$ cat config.mk
export PLATFORM = sky130hd
export DESIGN_NAME = fifo_rd_stream
export DESIGN_NICKNAME = d
export VERILOG_FILES = /design/src/rtl/fifo_rd_stream.sv
export SDC_FILE = /design/constraint.sdc
export NUM_CORES = 1
export LEC_CHECK = 0
export BUFFER_PORTS_ARGS = -buffer_cell sky130_fd_sc_hd__buf_2
export CAP_MARGIN = 20
export CORE_MARGIN = 4
export CORE_UTILIZATION = 40
export DETAILED_ROUTE_END_ITERATION = 16
export PLACE_DENSITY = 0.7
export SLEW_MARGIN = 40
export SYNTH_ARGS = -nofsm -noshare
export SYNTH_HDL_FRONTEND = slang
export SYNTH_HIERARCHICAL = 1
export SYNTH_SLANG_ARGS = --single-unit
$ cat constraint.sdc
create_clock -name I_clk -period 3.4 [get_ports I_clk]
set_input_delay 0.34 -clock I_clk [delete_from_list [all_inputs] [get_ports I_clk]]
set_output_delay 0.34 -clock I_clk [all_outputs]
set_load 0.01 [all_outputs]
$ cat src/rtl/fifo_rd_stream.sv
// Read-side drain stage: pops the FIFO, absorbs its 1-cycle read latency and presents a
// valid/ready stream with line/frame markers through a 2-entry skid buffer.

module fifo_rd_stream_chk (
   input logic       I_clk,
   input logic       I_rst_n,
   input logic       fifo_rempty_s,
   input logic       fifo_rinc_s,
   input logic [1:0] occ_s,
   input logic       cap_s,
   input logic       take_s
);

   a_no_pop_when_empty : assert property (@(posedge I_clk) disable iff (!I_rst_n)
      !(fifo_rinc_s && fifo_rempty_s));

   a_occ_in_range : assert property (@(posedge I_clk) disable iff (!I_rst_n)
      occ_s != 2'd3);

   a_no_skid_overflow : assert property (@(posedge I_clk) disable iff (!I_rst_n)
      !(cap_s && !take_s && (occ_s == 2'd2)));

endmodule

module fifo_rd_stream #(
   parameter int DSIZE = 8,
   parameter int LEN_W = 16
) (
   input  logic             I_clk,
   input  logic             I_rst_n,
   input  logic [LEN_W-1:0] I_beats_per_line,
   input  logic [LEN_W-1:0] I_lines_per_frame,
   input  logic             I_fifo_rempty,
   input  logic [DSIZE-1:0] I_fifo_rdata,
   output logic             O_fifo_rinc,
   output logic             O_valid,
   input  logic             I_ready,
   output logic [DSIZE-1:0] O_data,
   output logic             O_last,
   output logic             O_sof,
   output logic             O_eof,
   output logic             O_busy
);

   // Entry layout: {sof, eof, last, data}
   localparam int EW     = DSIZE + 3;
   localparam int LAST_B = DSIZE;
   localparam int EOF_B  = DSIZE + 1;
   localparam int SOF_B  = DSIZE + 2;

   logic [EW-1:0]    slot0_r, slot1_r, slot0_n, slot1_n;
   logic [1:0]       occ_r, occ_n;
   logic             inflight_r;
   logic             valid_r;
   logic             busy_r;
   logic [LEN_W-1:0] cap_beat_r, cap_line_r, cap_beat_n, cap_line_n;
   logic [LEN_W-1:0] tk_beat_r, tk_line_r, tk_beat_n, tk_line_n;
   logic [LEN_W-1:0] bpl_m1_s, lpf_m1_s;
   logic [2:0]       level_s;
   logic             take_s, cap_s, rinc_s;
   logic             cap_last_s, cap_eof_s, cap_sof_s;
   logic [EW-1:0]    new_entry_s;

   // Terminal counts, with a zero size treated as one
   always_comb begin
      if (I_beats_per_line == '0) begin
         bpl_m1_s = '0;
      end else begin
         bpl_m1_s = I_beats_per_line - LEN_W'(1);
      end
      if (I_lines_per_frame == '0) begin
         lpf_m1_s = '0;
      end else begin
         lpf_m1_s = I_lines_per_frame - LEN_W'(1);
      end
   end

   assign take_s  = valid_r & I_ready;
   assign cap_s   = inflight_r;
   assign level_s = {1'b0, occ_r} + {2'b00, inflight_r};
   // Pop only if the word will have a free slot when it lands next cycle
   assign rinc_s  = I_rst_n & ~I_fifo_rempty & (level_s < (3'd2 + {2'b00, take_s}));
   assign O_fifo_rinc = rinc_s;

   // Framing flags for the word being captured this cycle
   always_comb begin
      cap_last_s  = (cap_beat_r == bpl_m1_s);
      cap_eof_s   = cap_last_s && (cap_line_r == lpf_m1_s);
      cap_sof_s   = (cap_beat_r == '0) && (cap_line_r == '0);
      new_entry_s = {cap_sof_s, cap_eof_s, cap_last_s, I_fifo_rdata};
   end

   // Skid buffer next state: slot0 is always the head
   always_comb begin
      slot0_n = slot0_r;
      slot1_n = slot1_r;
      occ_n   = occ_r;
      case ({cap_s, take_s})
         2'b01: begin
            slot0_n = slot1_r;
            slot1_n = '0;
            occ_n   = occ_r - 2'd1;
         end
         2'b10: begin
            if (occ_r == 2'd0) begin
               slot0_n = new_entry_s;
            end else begin
               slot1_n = new_entry_s;
            end
            occ_n = occ_r + 2'd1;
         end
         2'b11: begin
            if (occ_r == 2'd1) begin
               slot0_n = new_entry_s;
            end else begin
               slot0_n = slot1_r;
               slot1_n = new_entry_s;
            end
         end
         default: begin
            occ_n = occ_r;
         end
      endcase
   end

   // Capture-side counters advance per word entering the buffer
   always_comb begin
      cap_beat_n = cap_beat_r;
      cap_line_n = cap_line_r;
      if (cap_s) begin
         if (cap_last_s) begin
            cap_beat_n = '0;
            if (cap_eof_s) begin
               cap_line_n = '0;
            end else begin
               cap_line_n = cap_line_r + LEN_W'(1);
            end
         end else begin
            cap_beat_n = cap_beat_r + LEN_W'(1);
         end
      end else begin
         cap_beat_n = cap_beat_r;
      end
   end

   // Take-side counters advance per accepted beat and drive O_busy
   always_comb begin
      tk_beat_n = tk_beat_r;
      tk_line_n = tk_line_r;
      if (take_s) begin
         if (slot0_r[LAST_B]) begin
            tk_beat_n = '0;
            if (slot0_r[EOF_B]) begin
               tk_line_n = '0;
            end else begin
               tk_line_n = tk_line_r + LEN_W'(1);
            end
         end else begin
            tk_beat_n = tk_beat_r + LEN_W'(1);
         end
      end else begin
         tk_beat_n = tk_beat_r;
      end
   end

   // State registers with synchronous active-low reset
   always_ff @(posedge I_clk) begin
      if (!I_rst_n) begin
         slot0_r    <= '0;
         slot1_r    <= '0;
         occ_r      <= 2'd0;
         inflight_r <= 1'b0;
         valid_r    <= 1'b0;
         busy_r     <= 1'b0;
         cap_beat_r <= '0;
         cap_line_r <= '0;
         tk_beat_r  <= '0;
         tk_line_r  <= '0;
      end else begin
         slot0_r    <= slot0_n;
         slot1_r    <= slot1_n;
         occ_r      <= occ_n;
         inflight_r <= rinc_s;
         valid_r    <= (occ_n != 2'd0);
         busy_r     <= (tk_beat_n != '0) || (tk_line_n != '0);
         cap_beat_r <= cap_beat_n;
         cap_line_r <= cap_line_n;
         tk_beat_r  <= tk_beat_n;
         tk_line_r  <= tk_line_n;
      end
   end

   assign O_valid = valid_r;
   assign O_data  = slot0_r[DSIZE-1:0];
   assign O_last  = slot0_r[LAST_B];
   assign O_eof   = slot0_r[EOF_B];
   assign O_sof   = slot0_r[SOF_B];
   assign O_busy  = busy_r;

   fifo_rd_stream_chk u_chk (
      .I_clk         (I_clk),
      .I_rst_n       (I_rst_n),
      .fifo_rempty_s (I_fifo_rempty),
      .fifo_rinc_s   (rinc_s),
      .occ_s         (occ_r),
      .cap_s         (cap_s),
      .take_s        (take_s)
   );

endmodule

==> qor.csv, run 1 <==
metric;value;unit
Final Cycle Share;95.9;%
Yosys top cell area share;29.1;%
clk_lat worst skew;0.36;ns
share of flip-flops with an asynchronous set or reset;0;%
Mapped Nets;873;
number of global-route vias before repair;5742;
area leader, netlist;dfxtp_1;
first-pass GRT wire length;27.8;mm
Int Pwr;0.00192;W
leakage power;2.86;nW
Num CTS Buffers;9;
per-cell routed wire length;14.5;microns
Slew Limit Fails;0;
Setup TNS;0;ns
endpoints failing hold;0;
die height;133;microns
Combinational Power Share;19.4;%
Final Util;49.1;%
Buf+Inv Stages, Crit Path;3;
critical path startpoint category;input pin;
crit-path max cell delay;0.56;ns
row count;45;
Pre-antenna DRT Iters;5;
crit path max-delay cell type;or4b_1;
clk_skew;0.00767;ns
Relative slew margins;51.9;%
pwr/cell area;366;mW/mm^2
DP Wirelength;12.1;mm
Hold WS;0.204;ns
distinct cell type count after synthesis;70;
H-Tree Depth;3;
initial drt markers;556;
cells along the critical path;buf_2 > inv_1 > ha_4 > or4b_4 > or4_4 > xor2_1 > or4b_1 > a21boi_2 > o2111ai_2 > buf_6 > nor4_2 > xnor2_1 > a211oi_1;
fraction of layout cells with a size suffix above 1;17.8;%
min Tclk post-route;3.26;ns
Switch Pwr;0.000817;W
Port Buffers;57;
post-DR vias/cell;5.55;
worst-case reg-to-reg path depth;8;
hold crit path type;input pin to flip-flop;
root buffer cell;clkbuf_16;
CP top delay family;simple AND/OR/NAND/NOR gates;
clock-pin slew on the worst setup and hold paths;0.07;ns
Die W;133;microns
Post-DRT Antenna Nets;0;
Worst IR Drop VDD;257;uV
mapped cell area;0.00625;sq mm
Setup WS pre-CTS;-0.261;ns
status;finished clean;
Die ar.;0.0177;sq mm
Gate Count Post-Synth;813;
cts repair resizes;0;
pin count of the biggest net entering global routing;39;
largest cells by area after synthesis;dfxtp_1 29%, nor2_1 5.8%, xor2_1 5.3%, xnor2_1 5.0%, nand2_1 3.7%;
Final nets;960;
Core ar.;0.0153;sq mm
RD Place Congestion;0.909;
CP Data Required Time;3.66;ns
fillers;1515;
post-CTS setup buffer count;0;
Critical Path AT;3.52;ns
CP endpoint kind;flip-flop;
ant diodes;0;
via count;6190;
worst reg2reg setup slack;0.56;ns
Reg power frac;42.5;%
Main synth FF type;dfxtp_1;
Post-synth EDFFs;0;
Slew @ Worst Pin;0.722;ns
All-Layer GR Usage;18.6;%
CTS tree;yes;
post-route setup slack;0.140;ns
syn_area_per_cell;7.69;sq um
final setup vio count;0;
Clock Path Buffers;2;
Post-CTS Hold Fix Bufs;0;
Peak Freq;307;MHz
number of synthesized register bits;91;
antenna violations before repair;0;
Crit Path Category;input pin to flip-flop;
commonest non-fill, non-tap cell in the layout;nor2_1;
grt ovf;0;
hold path depth;2;
commonest cells after routing, fill and taps aside;97 x nor2_1, 91 x dfxtp_1, 62 x nand2_1, 61 x buf_4, 57 x buf_2;
Initial Util;41.0;%
Yosys warnings;6;
Crit path depth;13;
IO Pins;58;
Post-route DRC;0;
Area growth syn-to-layout;19.7;%
post-synthesis sequential area ratio;29.1;%
Sw Ratio;29.8;%
Max FO, Critical Path;8;
total wire length;16.1;mm
Clk pwr share;38.1;%
Max Cap Violations;0;
clock sinks;91;
-- stage by stage --
| step | cells | area (sq um) | power, W |
|---|---|---|---|
| after floorplan | 813 | 6300 | 0.00152 |
| after global placement | 1100 | 7130 | 0.00171 |
| after detailed placement | 1100 | 7130 | 0.00172 |
| after CTS | 1116 | 7440 | 0.00275 |
| after global routing | 1116 | 7480 | 0.00286 |
| final | 1116 | 7480 | 0.00274 |
-- cells in the mapped netlist, types with 9 or more instances --
cell / n
a211oi_1: 20
or4_1: 10
nand3_1: 42
or3_1: 13
a22oi_1: 9
nor3_1: 32
nand4_1: 18
mux2i_1: 11
clkbuf_1: 37
dfxtp_1: 91
ha_1: 16
o21ai_0: 29
and2_1: 9
nor4_1: 26
xor2_1: 38
a21oi_1: 43
nor2_1: 97
xnor2_1: 36
nand2_1: 62
and3_1: 19
nor2b_1: 10
inv_1: 24
-- metal layers --
layer	vias to the layer above	global-route usage, %	share of wire, %
met5	-	0	0
met1	2902	25.9	49
met4	0	5.89	1.6
li1	3145	-	-
met3	18	2.89	4.1
met2	125	29.6	45
-- logic make-up after synthesis --
group                      count (synthesis)  synth area share, %
xor gates and xnor gates                  77                 11.5
AOI/OAI and AO/OA                        172                 18.5
DFF                                       91                 29.1
adders and majority gates                 16                 3.20
muxes                                     14                 2.30
and+or+nand+nor                          375                 31.1
buffers and inverters                     68                 4.28
-- registers in the layout (all words and copies together), names as in the netlist --
| signal | cells |
|---|---|
| O_busy | 1 |
| O_valid | 1 |
| cap_beat_r | 16 |
| cap_line_r | 16 |
| cap_s | 1 |
| occ_r | 2 |
| slot0_r | 11 |
| slot1_r | 11 |
| tk_beat_r | 16 |
| tk_line_r | 16 |
-- power groups by stage --
stage               sequential [W]  combinational, W  clock [W]
floorplan                  0.00119          0.000330          0
global placement           0.00119          0.000523          0
detailed placement         0.00119          0.000527          0
CTS                        0.00117          0.000532    0.00106
global route               0.00117          0.000595    0.00109
finish                     0.00117          0.000531    0.00104
-- worst paths after layout --
check / from / end
setup / recovery: I_beats_per_line[1] / cap_line_r[14]
hold / removal: I_fifo_rempty / cap_s
setup reg to reg: cap_beat_r[2] / cap_line_r[14]
hold reg to reg: slot1_r[5] / slot1_r[5]
-- final cells by class --
| cell class | count | area [sq um] | share of cell area, % |
|---|---|---|---|
| clock buffers | 9 | 225 | 3.01 |
| clock inverters | 7 | 82.6 | 1.10 |
| inverters | 25 | 93.8 | 1.25 |
| multi-input cells | 654 | 4240 | 56.7 |
| flip-flops and latches | 91 | 1820 | 24.3 |
| well taps | 211 | 264 | 3.53 |
| repair buffers | 119 | 754 | 10.1 |
Note: power is estimated with default switching activity, not from simulation.
==> inputs of run 2 (changes only) <==
- PLACE_DENSITY: 0.7 -> 0.67
- clock period: 3.4 -> 4 ns (I/O delays scaled with it)
==> run 2 against run 1 <==
Design area is 5.3% lower. Non-clock buffer count decreased by 40. Worst setup slack gained 0.23 ns. Die area did not move. Sequential cell count unchanged. Utilization decreased by 2.6 points. Count of clock-buffer cells in the layout is the same. First-iteration DRC count decreased by 31%. Combinational power fell by 19%. Via count fell by 4.3%. Sequential power down 15%. Sequential share of layout area increased by 1.4 points. Critical path type unchanged. Critical endpoint is now cap_line_r[0]. Largest cell class unchanged. Highest routed layer unchanged.
==> qor.csv, run 2 (synthesized netlist as in run 1, its figures left out) <==
metric;value;unit;change
Max FO, Critical Path;10;;+2
IO Pins;58;;unchanged
pin count of the biggest net entering global routing;39;;unchanged
Worst IR Drop VDD;199;uV;-22%
Setup WS pre-CTS;0.0331;ns;+0.294 ns
cts repair resizes;0;;unchanged
Final Cycle Share;90.6;%;
Critical Path AT;3.92;ns;+0.40 ns
Peak Freq;276;MHz;
Slew Limit Fails;0;;unchanged
Switch Pwr;0.000690;W;-16%
antenna violations before repair;0;;unchanged
unrepaired setup endpoints after global routing;false;;
final setup vio count;0;;unchanged
Die ar.;0.0177;sq mm;unchanged
Max Cap Violations;0;;unchanged
endpoints failing hold;0;;unchanged
Post-DRT Antenna Nets;0;;unchanged
Crit Path Category;input pin to flip-flop;;
Setup TNS;0;ns;unchanged
post-DR vias/cell;5.51;;-0.74%
Core ar.;0.0153;sq mm;unchanged
Initial Util;41.0;%;unchanged
clock sinks;91;;unchanged
critical path startpoint category;input pin;;
total wire length;15.8;mm;-1.8%
RD Place Congestion;0.934;;+2.8%
Final nets;920;;-4.2%
clk_skew;0.00796;ns;+0.000286 ns
Die W;133;microns;unchanged
Hold WS;0.231;ns;+0.0264 ns
CP endpoint kind;flip-flop;;
die height;133;microns;unchanged
CTS tree;yes;;
post-CTS setup buffer count;0;;unchanged
CP Data Required Time;4.29;ns;+0.63 ns
min Tclk post-route;3.63;ns;
first-pass GRT wire length;27.1;mm;-2.3%
commonest cells after routing, fill and taps aside;97 x nor2_1, 91 x dfxtp_1, 62 x nand2_1, 57 x buf_2, 43 x a21oi_1;;
row count;45;;unchanged
initial drt markers;385;;-31%
Post-route DRC;0;;unchanged
Port Buffers;57;;unchanged
Clock Path Buffers;2;;unchanged
number of global-route vias before repair;5521;;-3.8%
per-cell routed wire length;14.7;microns;+1.8%
leakage power;2.63;nW;-8.0%
Design Power;0.00224;W;-18%
Slew @ Worst Pin;0.652;ns;-0.0694 ns
worst reg2reg setup slack;1.02;ns;+0.46 ns
hold crit path type;input pin to flip-flop;;
DP Wirelength;11.7;mm;-3.7%
Sw Ratio;30.7;%;+0.92 points
Relative slew margins;56.5;%;+4.6 points
commonest non-fill, non-tap cell in the layout;nor2_1;;
fraction of layout cells with a size suffix above 1;12.9;%;-4.8 points
Post-CTS Hold Fix Bufs;0;;unchanged
Area growth syn-to-layout;13.4;%;
Cells after DPL;1060;;-3.6%
clk_lat worst skew;0.35;ns;about the same
H-Tree Depth;3;;unchanged
Int Pwr;0.00155;W;-19%
ant diodes;0;;unchanged
Clk pwr share;36.6;%;-1.5 points
Pre-antenna DRT Iters;5;;unchanged
clock-pin slew on the worst setup and hold paths;0.07;ns;about the same
Reg power frac;44.2;%;+1.7 points
via count;5924;;-4.3%
Num CTS Buffers;9;;unchanged
Combinational Power Share;19.2;%;-0.2 points
non-filler cells, final;1076;;-3.6%
status;finished clean;;
post-route setup slack;0.375;ns;+0.235 ns
grt ovf;0;;unchanged
pwr/cell area;317;mW/mm^2;-13%
All-Layer GR Usage;18.1;%;-0.56 points
root buffer cell;clkbuf_16;;
run 2: critical path: stages:
cell and delay (ns):
buf_2 0.10, inv_1 0.07, ha_1 0.17, or4b_2 0.62
or4_4 0.46, xor2_1 0.17, or4b_1 0.52, a21boi_2 0.17
nor2_1 0.06, or4_4 0.56, nor3_4 0.39, mux2_2 0.22
run 2: worst paths after layout:
path / start / endpoint / depth (start not counted)
setup / recovery: I_beats_per_line[0] / cap_line_r[0] / 12
hold / removal: I_fifo_rempty / cap_s / 2
setup reg to reg: O_valid / O_busy / 10
hold reg to reg: slot1_r[1] / slot1_r[1] / 2
run 2: final cells by class:
class | count | area, sq um
Multi-Input combinational cell | 654 | 4160
Timing Repair Buffer | 79 | 463
Clock buffer | 9 | 225
Clock inverter | 7 | 57.6
Sequential cell | 91 | 1820
Fill cell | 1571 | 8170
Inverter | 25 | 93.8
Tap cell | 211 | 264
run 2: power by group through the flow:
stage	clock network (W)	logic, W	registers [W]
after detailed placement	0	0.000428	0.00101
after global routing	0.000880	0.000485	0.000998
after global placement	0	0.000424	0.00101
after CTS	0.000840	0.000431	0.000991
final	0.000822	0.000431	0.000992
after floorplan	0	0.000276	0.00101
run 2: routing by layer:
metal	global-route usage (%)	part of all wire (%)	up-vias
met3	3.46	4.6	14
met2	28.4	45	139
met4	3.46	0.88	0
li1	-	-	3072
met1	25.8	50	2699
met5	0	0	-
run 2: through the flow:
step / cell area (sq um) / util [%]
2_1_floorplan: 6250 / -
3_3_place_gp: 6800 / 44.6
3_5_place_dp: 6800 / 44.6
4_1_cts: 7090 / 46.4
5_1_grt: 7090 / 46.4
6_report: 7090 / 46.4
